### src/rtl/vec_add_cmd_splitter_pkg.sv
// Shared types for the vector-add command splitter: FSM state, widths and
// the command payload carried both in the latch and on the cmd_0 port.
package vec_add_cmd_splitter_pkg;

    localparam int ADDR_W = 32;
    localparam int LEN_W  = 32;

    typedef enum logic [1:0] {
        IDLE,
        ISSUE,
        WAIT,
        RESP
    } state_t;

    typedef struct packed {
        logic [ADDR_W-1:0] vec_a_addr;
        logic [ADDR_W-1:0] vec_b_addr;
        logic [ADDR_W-1:0] vec_out_addr;
        logic [LEN_W-1:0]  vector_length;
    } cmd_t;

    function automatic bit is_pow2(input int v);
        return (v > 0) && ((v & (v - 1)) == 0);
    endfunction

endpackage

### src/rtl/vec_add_cmd_splitter.sv
// Splits one vector-add command into <=MAX_CHUNK sub-commands, one in flight, single upstream response.
// One cycle per FSM hop; valids hold until handshake. Optional counters: VEC_ADD_CMD_SPLITTER_STATS_EN.
module vec_add_cmd_splitter
    import vec_add_cmd_splitter_pkg::*;
#(
    parameter int MAX_CHUNK  = 1024,
    parameter int ELEM_BYTES = 4
) (
    input  logic              clock,
    input  logic              reset,
    input  logic              in_cmd_valid,
    output logic              in_cmd_ready,
    input  logic [ADDR_W-1:0] in_cmd_vec_a_addr,
    input  logic [ADDR_W-1:0] in_cmd_vec_b_addr,
    input  logic [ADDR_W-1:0] in_cmd_vec_out_addr,
    input  logic [LEN_W-1:0]  in_cmd_vector_length,
    output logic              in_resp_valid,
    input  logic              in_resp_ready,
    output logic              cmd_0_valid,
    input  logic              cmd_0_ready,
    output logic [ADDR_W-1:0] cmd_0_vec_a_addr,
    output logic [ADDR_W-1:0] cmd_0_vec_b_addr,
    output logic [ADDR_W-1:0] cmd_0_vec_out_addr,
    output logic [LEN_W-1:0]  cmd_0_vector_length,
    input  logic              resp_0_valid,
    output logic              resp_0_ready
`ifdef VEC_ADD_CMD_SPLITTER_STATS_EN
    ,
    output logic [31:0]       stat_chunks,
    output logic [31:0]       stat_busy_cycles
`endif
);

    localparam logic [LEN_W-1:0] MAX_CHUNK_L = LEN_W'(MAX_CHUNK);

    state_t           state;
    cmd_t             cur;   // cursor addresses; vector_length holds elements remaining
    logic [LEN_W-1:0] chunk;
    logic [LEN_W-1:0] chunk_bytes;

    assign chunk = (cur.vector_length > MAX_CHUNK_L) ? MAX_CHUNK_L : cur.vector_length;

    generate
        if (is_pow2(ELEM_BYTES)) begin : g_shift
            assign chunk_bytes = chunk << $clog2(ELEM_BYTES);
        end else begin : g_mul
            assign chunk_bytes = chunk * LEN_W'(ELEM_BYTES);
        end
    endgenerate

    assign cmd_0_vec_a_addr    = cur.vec_a_addr;
    assign cmd_0_vec_b_addr    = cur.vec_b_addr;
    assign cmd_0_vec_out_addr  = cur.vec_out_addr;
    assign cmd_0_vector_length = chunk;

    always_ff @(posedge clock) begin
        if (reset) begin
            state         <= IDLE;
            cur           <= '0;
            in_cmd_ready  <= 1'b0;
            in_resp_valid <= 1'b0;
            cmd_0_valid   <= 1'b0;
            resp_0_ready  <= 1'b0;
        end else begin
            case (state)
                IDLE: begin
                    in_cmd_ready <= 1'b1;
                    if (in_cmd_valid && in_cmd_ready) begin
                        cur <= '{vec_a_addr:    in_cmd_vec_a_addr,
                                 vec_b_addr:    in_cmd_vec_b_addr,
                                 vec_out_addr:  in_cmd_vec_out_addr,
                                 vector_length: in_cmd_vector_length};
                        in_cmd_ready <= 1'b0;
                        if (in_cmd_vector_length == '0) begin
                            state         <= RESP;
                            in_resp_valid <= 1'b1;
                        end else begin
                            state       <= ISSUE;
                            cmd_0_valid <= 1'b1;
                        end
                    end
                end
                ISSUE: begin
                    if (cmd_0_valid && cmd_0_ready) begin
                        state        <= WAIT;
                        cmd_0_valid  <= 1'b0;
                        resp_0_ready <= 1'b1;
                    end
                end
                WAIT: begin
                    if (resp_0_valid && resp_0_ready) begin
                        resp_0_ready          <= 1'b0;
                        cur.vec_a_addr        <= cur.vec_a_addr + chunk_bytes;
                        cur.vec_b_addr        <= cur.vec_b_addr + chunk_bytes;
                        cur.vec_out_addr      <= cur.vec_out_addr + chunk_bytes;
                        cur.vector_length     <= cur.vector_length - chunk;
                        if (cur.vector_length == chunk) begin
                            state         <= RESP;
                            in_resp_valid <= 1'b1;
                        end else begin
                            state       <= ISSUE;
                            cmd_0_valid <= 1'b1;
                        end
                    end
                end
                RESP: begin
                    if (in_resp_valid && in_resp_ready) begin
                        state         <= IDLE;
                        in_resp_valid <= 1'b0;
                        in_cmd_ready  <= 1'b1;
                    end
                end
                default: begin
                    state         <= IDLE;
                    in_cmd_ready  <= 1'b0;
                    in_resp_valid <= 1'b0;
                    cmd_0_valid   <= 1'b0;
                    resp_0_ready  <= 1'b0;
                end
            endcase
        end
    end

`ifdef VEC_ADD_CMD_SPLITTER_STATS_EN
    // Busy count covers every non-IDLE cycle, so it stops on its own after the response handshake.
    always_ff @(posedge clock) begin
        if (reset) begin
            stat_chunks      <= '0;
            stat_busy_cycles <= '0;
        end else begin
            if (cmd_0_valid && cmd_0_ready && (stat_chunks != 32'hFFFF_FFFF))
                stat_chunks <= stat_chunks + 32'd1;
            if (state == IDLE) begin
                if (in_cmd_valid && in_cmd_ready)
                    stat_busy_cycles <= '0;
            end else begin
                stat_busy_cycles <= stat_busy_cycles + 32'd1;
            end
        end
    end
`endif

endmodule
### config.mk
export PLATFORM = sky130hd
export DESIGN_NAME = vec_add_cmd_splitter
export DESIGN_NICKNAME = d
export VERILOG_FILES = /design/src/rtl/vec_add_cmd_splitter_pkg.sv /design/src/rtl/vec_add_cmd_splitter.sv
export SDC_FILE = /design/constraint.sdc
export NUM_CORES = 1
export LEC_CHECK = 0
export ABC_CLOCK_PERIOD_IN_PS = 5900
export BUFFER_PORTS_ARGS = -buffer_cell sky130_fd_sc_hd__buf_2
export CAP_MARGIN = 20
export CELL_PAD_IN_SITES_DETAIL_PLACEMENT = 2
export CELL_PAD_IN_SITES_GLOBAL_PLACEMENT = 2
export CORE_MARGIN = 5
export CORE_UTILIZATION = 31
export CTS_CLUSTER_SIZE = 14
export DETAILED_ROUTE_END_ITERATION = 8
export MAX_ROUTING_LAYER = met4
export PLACE_DENSITY_LB_ADDON = 0.25
export SLEW_MARGIN = 20
export SYNTH_ARGS = -nofsm -noshare
export SYNTH_HDL_FRONTEND = slang
export SYNTH_SLANG_ARGS = --single-unit
export TNS_END_PERCENT = 10
### constraint.sdc
create_clock -name clock -period 5.9 [get_ports clock]
set_input_delay 0.885 -clock clock [delete_from_list [all_inputs] [get_ports clock]]
set_output_delay 0.885 -clock clock [all_outputs]
set_load 0.03 [all_outputs]
==> run metrics <==
maximum number of pins on one net before global-route repair 82; Die X-Extent 204 um; maximum vdd ir drop 0.000216 V; Core Rows 71; fraction of final layout cells with drive strength greater than 1 18.8%; Tot Pwr 5.49 mW; most frequently used flop master after synthesis dfxtp_1; mean number of vias per cell 5.48; number of design-rule violations left by the first detailed-router iteration 414; Worst EP required 6240 ps; vias in the first global route 13.2k; gpl congestion 0.848; number of search-and-repair iterations in the first detailed-routing pass 5; I/O Pins 266; Worst setup SP type flip-flop; unique cell type count in the Yosys netlist 75; kind of critical path reg -> reg; post-synthesis average cell area 7.54 um2; worst setup skew after layout 10.4 ps; vias after detailed routing 12.2k; global-route wire length before repair 74.4 mm; number of flops mapped to enable cells by yosys 0; net count reported at finish 1,917; commonest cells after routing, fill and taps aside 243 x buf_2, 147 x a21oi_1, 141 x nor2_1; endpoint arrival time on the critical path 5450 ps; share of flip-flops with an asynchronous set or reset 0%; time the worst path needs with I/O delays and setup 5110 ps; number of failing hold endpoints at the final stage 0; detail-routed net length per standard cell 21.5 um; Total Neg Setup Slack 0 ps; H-tree depth 4; maximum clock frequency 196 MHz; number of buffers created by CTS 17; power density over the cells 412 nW/um2; post-synthesis instance area 11,600 um2; max cap viols 0; end-of-flow core utilization 35.6%; clock-pin slew on the worst setup and hold paths 70 ps; Setup WS pre-CTS 835 ps; portion of the clock cycle consumed by the worst path in the final layout 86.6%; result of the run completed; port bufs 244; CTS-repair resized insts 0; DPL Wire Length 35.4 mm; antenna diode count 0; most common cell after layout, fill and taps aside buf_2; remaining antenna violation count 0; Die Area 41,500 um2; Post-CTS Setup Repair Bufs 0; Core Box Area 37,400 um2; grt ovf 0; leakage power of the design 5.96 nW; Synth-to-Final Area Change 14.4%; sequential-to-total area share from yosys stat 23.1%; number of synthesis warnings 0; initial core utilization 31.1%; Critical Path Sink Type flip-flop; Synth Instances 1,543; maximum clock path buffer count 2; number of cells on the worst hold path 2; final setup vio count 0; residual DRC count 0; Die Span Y 204 um; RSZ-0062 raised after global routing false; number of buffers inserted by hold repair at cts 0; number of slew-limit violations in the final report 0; crit path max fanout 16; class of the worst hold path reg -> reg; clock insertion delay at the later pin of the skew report 440 ps; number of cells on the worst reg-to-reg path 14; root buffer cell clkbuf_16; final critical-path setup slack 791 ps; number of antenna violations at the first check in global routing 0; drt total wl 47.7 mm; CTS tree done; Worst-Margin Slew 1010 ps; Yosys reg bits 134; GRT Util Overall 23.0%; total clock sinks 134; normalized max-slew margin 32.2%
[layer usage]
metal  up-vias  wire [um]  global-route usage, %
met5         -          0                      -
met4         0        978                   5.81
met3        58       1810                   3.94
met2       239      23200                   39.1
met1      6036      21700                   28.5
li1       5821          -                      -
[registers in the layout (all words and copies together) (netlist names)]
| signal | cells |
|---|---|
| cmd_0_vec_a_addr | 32 |
| cmd_0_vec_b_addr | 32 |
| cmd_0_vec_out_addr | 32 |
| cur | 32 |
| state | 2 |
| cmd_0_valid | 1 |
| in_cmd_ready | 1 |
| in_resp_valid | 1 |
| resp_0_ready | 1 |
[Yosys cell counts, types with 4 or more instances]
cell,n,share of area [%]
o211ai_1,16,1.0
nand3_1,25,1.1
and2_1,12,0.65
xor2_1,23,1.7
or4_1,4,0.26
nand2_1,138,4.5
nor2b_1,12,0.65
o21ai_0,79,3.4
a31o_2,5,0.38
dfxtp_1,134,23
buf_4,117,7.5
a211o_1,5,0.38
a21o_1,43,2.8
o21ai_1,17,0.73
nand2b_1,15,0.81
ha_1,88,9.5
a211oi_1,61,3.9
buf_1,11,0.35
a31oi_1,21,1.1
or3_1,20,1.1
o21a_1,20,1.3
and4_1,5,0.38
inv_1,26,0.84
mux2i_1,13,1.1
nor4_1,21,1.1
clkbuf_1,73,2.4
a2111oi_0,8,0.60
nor3_1,36,1.5
a21oi_1,147,6.3
and3_1,14,0.75
o211a_1,4,0.34
or2_2,7,0.38
o22ai_1,8,0.43
a221oi_1,7,0.53
xnor2_1,35,2.6
a311oi_1,17,1.3
o31ai_1,10,0.65
o221ai_1,19,1.4
nor2_1,144,4.6
a22oi_1,7,0.45
nand4_1,12,0.65
[stage by stage]
step	hold WS (ps)	cell area (um2)	instances
after floorplan	436	11900	1617
after global placement	441	12700	2184
after detailed placement	455	12700	2184
after CTS	466	13300	2216
after global routing	483	13300	2216
final	461	13300	2216
[where the power goes]
| part | internal (mW) | total (mW) | switching [mW] |
|---|---|---|---|
| clock network | 0.626 | 1.10 | 0.474 |
| logic | 1.01 | 2.96 | 1.95 |
| registers | 1.15 | 1.43 | 0.283 |
| total | 2.78 | 5.49 | 2.71 |
[area by class of cell]
type / instances / area [um2]
Clock buffer: 22 / 484
Clock inverter: 10 / 96.3
Fill cell: 4475 / 24100
Inverter: 26 / 97.6
Multi-Input combinational cell: 1253 / 7950
Sequential cell: 134 / 2690
Tap cell: 511 / 639
Timing Repair Buffer: 260 / 1360
[critical path: stages (launching register included)]
cell      delay (ps)
dfxtp_1          360
or3_1            510
o41ai_4          430
and4_1           570
nand2_1          240
inv_1            240
ha_1             220
a211o_1          130
a21oi_1          130
a221oi_2         400
a311oi_1         270
o41ai_1          830
a31oi_1          220
xor2_1           180
a221oi_1         250
[cells by family after synthesis]
family                     synth area share, %
muxes                                     1.41
and+or+nand+nor                           19.2
DFF                                       23.1
buffers and inverters                     11.2
xor gates and xnor gates                  4.37
other                                   0.0645
AOI/OAI and AO/OA                         30.7
adders and majority gates                 9.98
[final timing paths]
| kind | end | slack [ps] | startpoint |
|---|---|---|---|
| hold / removal | cmd_0_vec_a_addr[0] | 460 | cmd_0_vec_a_addr[0] |
| setup reg to reg | cmd_0_vec_a_addr[27] | 790 | cur[1] |
| hold reg to reg | cmd_0_vec_a_addr[0] | 460 | cmd_0_vec_a_addr[0] |
| setup / recovery | cmd_0_vec_a_addr[27] | 790 | cur[1] |
Power figures use the tool's default switching activity.
